### config.mk
export PLATFORM = sky130hd
export DESIGN_NAME = ahb_slave_mem
export DESIGN_NICKNAME = d
export VERILOG_FILES = /design/src/rtl/ahb_slave_mem.sv
export SDC_FILE = /design/constraint.sdc
export NUM_CORES = 2
export LEC_CHECK = 0
export CELL_PAD_IN_SITES_DETAIL_PLACEMENT = 1
export CELL_PAD_IN_SITES_GLOBAL_PLACEMENT = 1
export CORE_AREA = 4 4 484 486
export DETAILED_ROUTE_END_ITERATION = 16
export DIE_AREA = 0 0 488 490
export PLACE_DENSITY_LB_ADDON = 0.25
export RECOVER_POWER = 100
export SETUP_SLACK_MARGIN = 0.15
export SLEW_MARGIN = 20
export SYNTH_ARGS = -nofsm -noshare
export SYNTH_HDL_FRONTEND = slang
export SYNTH_SLANG_ARGS = --single-unit
export TNS_END_PERCENT = 30
### constraint.sdc
create_clock -name hclk -period 6.8 [get_ports hclk]
set_input_delay 1.02 -clock hclk [delete_from_list [all_inputs] [get_ports hclk]]
set_output_delay 1.02 -clock hclk [all_outputs]
set_load 0.03 [all_outputs]
### src/rtl/ahb_slave_mem.sv
// AHB-Lite slave exposing a 64 x 32-bit memory in a 256-byte window at BASE_ADDR.
// Define AHB_SLV_ERR_EN to build the two-cycle ERROR response for misses and unaligned accesses.
module ahb_slave_mem #(
  parameter int unsigned WAIT_STATES = 1,
  parameter logic [31:0] BASE_ADDR   = 32'h8000_0000
) (
  input  logic        hclk,
  input  logic        hresetn,
  input  logic [31:0] haddr,
  input  logic [1:0]  htrans,
  input  logic        hwrite,
  input  logic [2:0]  hsize,
  input  logic        hreadyin,
  input  logic [31:0] hwdata,
  output logic [31:0] hrdata,
  output logic        hreadyout,
  output logic [1:0]  hresp
);

  localparam logic [2:0] WS         = 3'(WAIT_STATES);
  localparam logic [1:0] TR_NONSEQ  = 2'b10;
  localparam logic [1:0] TR_SEQ     = 2'b11;
  localparam logic [1:0] RESP_OKAY  = 2'b00;
`ifdef AHB_SLV_ERR_EN
  localparam logic [1:0] RESP_ERROR = 2'b01;

  typedef enum logic [1:0] {ST_IDLE, ST_WAIT, ST_ERR1, ST_ERR2} state_t;
`else
  typedef enum logic [1:0] {ST_IDLE, ST_WAIT} state_t;
`endif

  state_t      state_q, state_d;
  logic [2:0]  cnt_q, cnt_d;

  // Registered address-phase information for the transfer now in its data phase.
  logic        valid_q;
  logic        write_q;
  logic        good_q;
  logic [7:0]  addr_q;
  logic [2:0]  size_q;

  logic [31:0] mem [64];

  logic        accept;
  logic        hit;
  logic        aligned;
  logic        complete;
  logic [3:0]  lanes;
  logic [31:0] merged;

  assign hit      = (haddr[31:8] == BASE_ADDR[31:8]);
  assign accept   = hreadyin && hreadyout && (htrans == TR_NONSEQ || htrans == TR_SEQ);
  assign complete = valid_q && hreadyout;

  always_comb begin
    case (hsize)
      3'b000:  aligned = 1'b1;
      3'b001:  aligned = ~haddr[0];
      default: aligned = (haddr[1:0] == 2'b00);
    endcase
  end

  // NOTE: every output of an always_comb gets a default first, so no path leaves it unassigned and no latch is inferred.
  always_comb begin
    hreadyout = 1'b1;
    hresp     = RESP_OKAY;
    case (state_q)
      ST_WAIT: hreadyout = (cnt_q == 3'd0);
`ifdef AHB_SLV_ERR_EN
      ST_ERR1: begin
        hreadyout = 1'b0;
        hresp     = RESP_ERROR;
      end
      ST_ERR2: hresp = RESP_ERROR;
`endif
      default: ;
    endcase
  end

  always_comb begin
    state_d = state_q;
    cnt_d   = cnt_q;
    case (state_q)
      ST_WAIT: begin
        if (cnt_q != 3'd0) cnt_d = cnt_q - 3'd1;
        else               state_d = ST_IDLE;
      end
`ifdef AHB_SLV_ERR_EN
      ST_ERR1: state_d = ST_ERR2;
      ST_ERR2: state_d = ST_IDLE;
`endif
      default: state_d = ST_IDLE;
    endcase

    // Acceptance is only possible while hreadyout=1, i.e. on the last cycle of any data phase.
    if (accept) begin
`ifdef AHB_SLV_ERR_EN
      if (!(hit && aligned)) begin
        state_d = ST_ERR1;
      end else
`endif
      if (WS != 3'd0) begin
        state_d = ST_WAIT;
        cnt_d   = WS;
      end else begin
        state_d = ST_IDLE;
      end
    end
  end

  // NOTE: sequential state uses non-blocking assignments so every register samples pre-edge values.
  always_ff @(posedge hclk) begin
    if (!hresetn) begin
      state_q <= ST_IDLE;
      cnt_q   <= 3'd0;
      valid_q <= 1'b0;
      write_q <= 1'b0;
      good_q  <= 1'b0;
      addr_q  <= 8'h00;
      size_q  <= 3'b000;
    end else begin
      state_q <= state_d;
      cnt_q   <= cnt_d;
      if (hreadyout) valid_q <= accept;
      if (accept) begin
        write_q <= hwrite;
        good_q  <= hit && aligned;
        addr_q  <= haddr[7:0];
        size_q  <= hsize;
      end
    end
  end

  always_comb begin
    case (size_q)
      3'b000:  lanes = 4'b0001 << addr_q[1:0];
      3'b001:  lanes = addr_q[1] ? 4'b1100 : 4'b0011;
      default: lanes = 4'b1111;
    endcase
  end

  always_comb begin
    merged = mem[addr_q[7:2]];
    for (int i = 0; i < 4; i++) begin
      if (lanes[i]) merged[8*i +: 8] = hwdata[8*i +: 8];
    end
  end

  // NOTE: the storage array has no reset; only control state is cleared, which keeps it mappable to RAM.
  always_ff @(posedge hclk) begin
    if (hresetn && complete && write_q && good_q) begin
      mem[addr_q[7:2]] <= merged;
    end
  end

  assign hrdata = (complete && !write_q && good_q) ? mem[addr_q[7:2]] : 32'h0000_0000;

endmodule

# [After elaboration in Yosys (flattened, before gate mapping)]
# Memory sizes are Yosys's and may differ from the RTL's. A register that Yosys moved wholly into a read port is not among the register bits.
# Index checks and enable logic that the tools add are counted.
[totals] reg_bits=18 mem_bits_rw=2048 wordCells=59 n_memories=1
[op_classes] add_sub_neg=1 eq_ne=6 n_shift=1 muxes=19 bitwise_logic=2 n_reduce_logical=21
[memory_table] memory="mem" depth=64 width=32 read_ports=1 rd_ports_with_merged_regs=1 write_ports=1 line_no="42" source="logic [31:0] mem [64];"
[op_table] cell="2-to-1 mux 32 bit" count=1
[op_table] cell="2-to-1 mux 8 bit" count=4
[op_table] cell="equality test 24 bit (second input constant)" count=1
[op_table] cell="2-to-1 mux 6 bit" count=2
[op_table] cell="logical AND 1 bit" count=9
[op_table] cell="logical NOT 3 bit" count=3
[op_table] cell="2-to-1 mux 1 bit" count=9
[op_table] cell="case mux 4 bit (2 select lines)" count=1
[op_table] cell="equality test 3 x 1 -> 1 bit (second input constant)" count=2
[op_table] cell="equality test 2 bit (second input constant)" count=2
[op_table] cell="2-to-1 mux 4 bit" count=1
[op_table] cell="AND reduction 2 bit" count=2
[op_table] cell="nonzero test 2 bit" count=2
[op_table] cell="left shift 1 x 2 -> 4 bit (first input constant)" count=1
[op_table] cell="inequality test 3 bit (second input constant)" count=1
[op_table] cell="nonzero test 3 bit" count=1
[op_table] cell="subtractor 3 x 1 -> 3 bit (second input constant)" count=1
[op_table] cell="logical NOT 2 bit" count=1
[op_table] cell="inverter 1 bit" count=2
[op_table] cell="case mux 1 bit (2 select lines)" count=1
[op_table] cell="OR reduction 2 bit" count=1
[op_table] cell="logical NOT 1 bit" count=1
[op_table] cell="logical OR 1 bit" count=1

# [Depth between registers and ports, before layout]
[depth] ltp_word=8 depth_mapped=10

# [Worst setup path before layout]
# OpenSTA, ideal clock, no wires.
[synth_timing] path_kind="reg2reg" start="register with a tool-made name" end="memory mem[0][5] (data pin)" setup_ns=0.719 arrival_ns=4.140 path_slack_ns=1.941 stages_incl_launch_ff=10 path_buffers=4 period_less_slack_ns=4.859 cell_sequence="dfxtp_1 buf_6 buf_4 buf_6 buf_4 mux2i_1 a22oi_1 a31oi_1 nor3b_1 o31ai_1"
[synth_rtl] item="to (decl)" line_no="42"

==> results_dict.tcl <==
set metrics [dict create \
    outcome "finished, violations left" \
    violations "capacitance limit, slew limit" \
    grt_first_pass_wirelength_mm 319 \
    synth_most_common_cell "edfxtp_1" \
    drc 0 \
    clock_tree.buffer_depth 3 \
    synth-xor-area-share_pct 0 \
    path_cells "buf_4 -> and3_1 -> buf_4 -> a22oi_1 -> o31ai_1 -> buf_4 -> o21bai_1 -> a21oi_1 -> dlygate4sd3_1" \
    wl_per_cell_um 30.3 \
    r2r_end "mem[43][21]$_DFFE_PP_" \
    totalWireLength_mm 224 \
    cts-root-buf "clkbuf_16" \
    synth.yosys.seq_area_share_pct 77.2 \
    fmax_ghz 0.157 \
    cts.htree.levels 4 \
    hold_path.startpoint "write_q$_SDFFE_PN0P_" \
    rsz0062_at_grt "false" \
    timing.final.crit_share_pct 93.5 \
    crit_fanout 26 \
    ys_types 55 \
    nets 4229 \
    cellLeakagePower_nw 27.5 \
    yosysWarnings 0 \
    drive_gt1_share_pct 23.4 \
    worst_slew_pin_slew_ns 3.40 \
    die_y_um 490 \
    r2r_cells 7 \
    fin_worst_hold_slack_ns 0.480 \
    max_stage_delay_ns 1.17 \
    period_needed_ns 6.36 \
    rows 176 \
    fp.dieArea_um2 239000 \
    area_delta_synth_final_pct 14.8 \
    synth_top_area_cell "edfxtp_1" \
    fin_worst_skew_ns 0.0396 \
    cap_violations 105 \
    vdd_drop_max_v 0.000214 \
    synthAdderAreaFrac_pct 0.0312 \
    coreArea_um2 230000 \
    path_class "register to output pin" \
    cpMostUsedCell "buf_4" \
    vias 40159 \
    cp.required_ns 5.78 \
    ys.flop_type "edfxtp_1" \
    final_cells 7374 \
    slew_headroom_pct -126 \
    synth_compound_area_share_pct 4.93 \
    place_congestion 0.786 \
    grt_pass1_vias 42148 \
    muxShareOfSynthArea_pct 14.5 \
    clk_pin_slew_ns 0.06 \
    synthArstFlopShare_pct 0 \
    portBuffers 104 \
    holdBufCountCts 0 \
    boundaryPins 108 \
    finalSetupViolCount 0 \
    crit_slowest_cell "dfxtp_1" \
    grt_antenna_before_repair 6 \
    grt_overflow_total 0 \
    cts_buffers 212 \
    synth_area_per_cell_um2 20.7 \
    synth_top_family_by_area "multiplexers" \
    crit_path_start_kind "register" \
    worst_slack_ns 0.443 \
    cts.repair.resized 0 \
    critPathCapture "hrdata[8]" \
    hp-class "register to register" \
    ff2ff_setup_slack_ns 0.68 \
    dp.cells 6963 \
    drv_slew 2857 \
    power_density_nw_per_um2 301 \
    initial_core_util_pct 34.9 \
    yosys.area_share.simple_pct 1.77 \
    finalHoldViolCount 0 \
    arrival_ns 5.34 \
    clock-sinks 2072 \
    yosys-top-cells-count "edfxtp_1 (2,048), mux4_2 (376), mux2_2 (212)" \
    synthTopCellsByArea "edfxtp_1 (77%), mux4_2 (11%), mux2_2 (3.0%)" \
    endpoint_kind "output pin" \
    dr.pass1.iters 5 \
    synth_edf_count 2048 \
    grt_max_degree 144 \
    pre_cts_slack_ns 1.65 \
    post_drt_via_cell_ratio 5.45 \
    drtIter0Drc 4133 \
    grtUsageTotal_pct 18.5 \
    ys_seq_elements 2072 \
    clk_latency_ns 0.84 \
    hpwl_mm 135 \
    synth_top_area_share_pct 76.6 \
    tns_ns 0 \
    syn_area_um2 80200 \
    ant_nets 0 \
    final_util_pct 40.1 \
    syn-instance-count 3868 \
    die_w_um 488 \
    cts_setup_buffers 0 \
    cts_tree "yes" \
]
## metrics by stage
stage               total power [mW]  area (µm²)
floorplan                       16.0       80200
global route                    28.6       92100
global placement                16.7       86400
finish                          27.7       92100
CTS                             28.0       93100
detailed placement              16.8       86500
## placed cells by master (no fill, tap or decap), drive strengths merged, types with 5 or more instances in the layout
cell	synthesis	layout
mux2	213	213
bufinv	0	12
a22oi	208	208
diode	0	17
nand4	6	6
a21oi	34	34
nand2b	5	5
nor4	6	6
clkbuf	97	372
a221oi	30	30
mux4	376	376
nor2b	18	18
and3	6	6
nand2	119	119
nor2	110	110
nor3	5	5
clkinv	0	109
inv	9	13
nand3	16	16
edfxtp	2048	2048
clkdlybuf4s50	0	71
o31ai	55	55
buf	132	87
and2	8	8
dlygate4sd3	0	33
o22ai	109	109
a211oi	8	8
a31oi	7	7
o21ai	61	61
a21boi	18	18
mux2i	79	79
o21bai	26	26
dfxtp	24	24
## cell families (layout without fill, tap and decap cells)
kind of cell               count (synthesis)  after routing
AOI/OAI and AO/OA                        570            570
adders and majority gates                  2              2
buffers and inverters                    238            700
DFF                                     2072           2072
muxes                                    668            668
other                                      1             19
and+or+nand+nor                          317            317
## per-layer routing
layer	global-route usage [%]	share of wire [%]	vias to the layer above
li1	-	-	16853
met1	25.7	43	21946
met2	30.2	49	1073
met3	2.75	5.1	287
met4	5.79	2.8	0
met5	0	0	-
## how the worst min path moves through the flow
stage / endpoint / slack, ns / cells past startpoint
2_1_floorplan: size_q[1]$_SDFFE_PN0P_ / 0.44 / 2
3_3_place_gp: size_q[1]$_SDFFE_PN0P_ / 0.46 / 2
3_5_place_dp: write_q$_SDFFE_PN0P_ / 0.47 / 2
4_1_cts: write_q$_SDFFE_PN0P_ / 0.48 / 2
5_1_grt: write_q$_SDFFE_PN0P_ / 0.51 / 2
6_report: write_q$_SDFFE_PN0P_ / 0.48 / 2
## power by group
part | internal [mW] | switching [mW] | total [mW] | leakage (nW)
Clock | 6.31 | 4.84 | 11.1 | 3.23
Sequential | 14.7 | 0.0240 | 14.7 | 18.6
Combinational | 0.449 | 1.37 | 1.81 | 5.65
Total | 21.5 | 6.23 | 27.7 | 27.5
## critical path: cells and delay by family, from the launching register on
family                 cells  cell delay, ns
AOI/OAI and AO/OA          4            1.12
and+or+nand+nor            1            0.21
buffers and inverters      4            1.95
DFF                        1            1.17
## final cells by class
type	instances	area [µm²]
antenna	17	42.5
inverter	9	33.8
fill	21707	138000
tap	3026	3790
timing repair buffer	300	2330
multi-input combinational	1559	17300
clock buffer	263	5650
sequential	2072	62000
clock inverter	128	950
## sequential cells by signal, indices dropped and copies added, names as in the netlist, named ones only
register,cells
mem,2048
addr_q,8
cnt_q,3
size_q,3
good_q,1
state_q,1
valid_q,1
write_q,1
(Power assumes the default switching activity.)
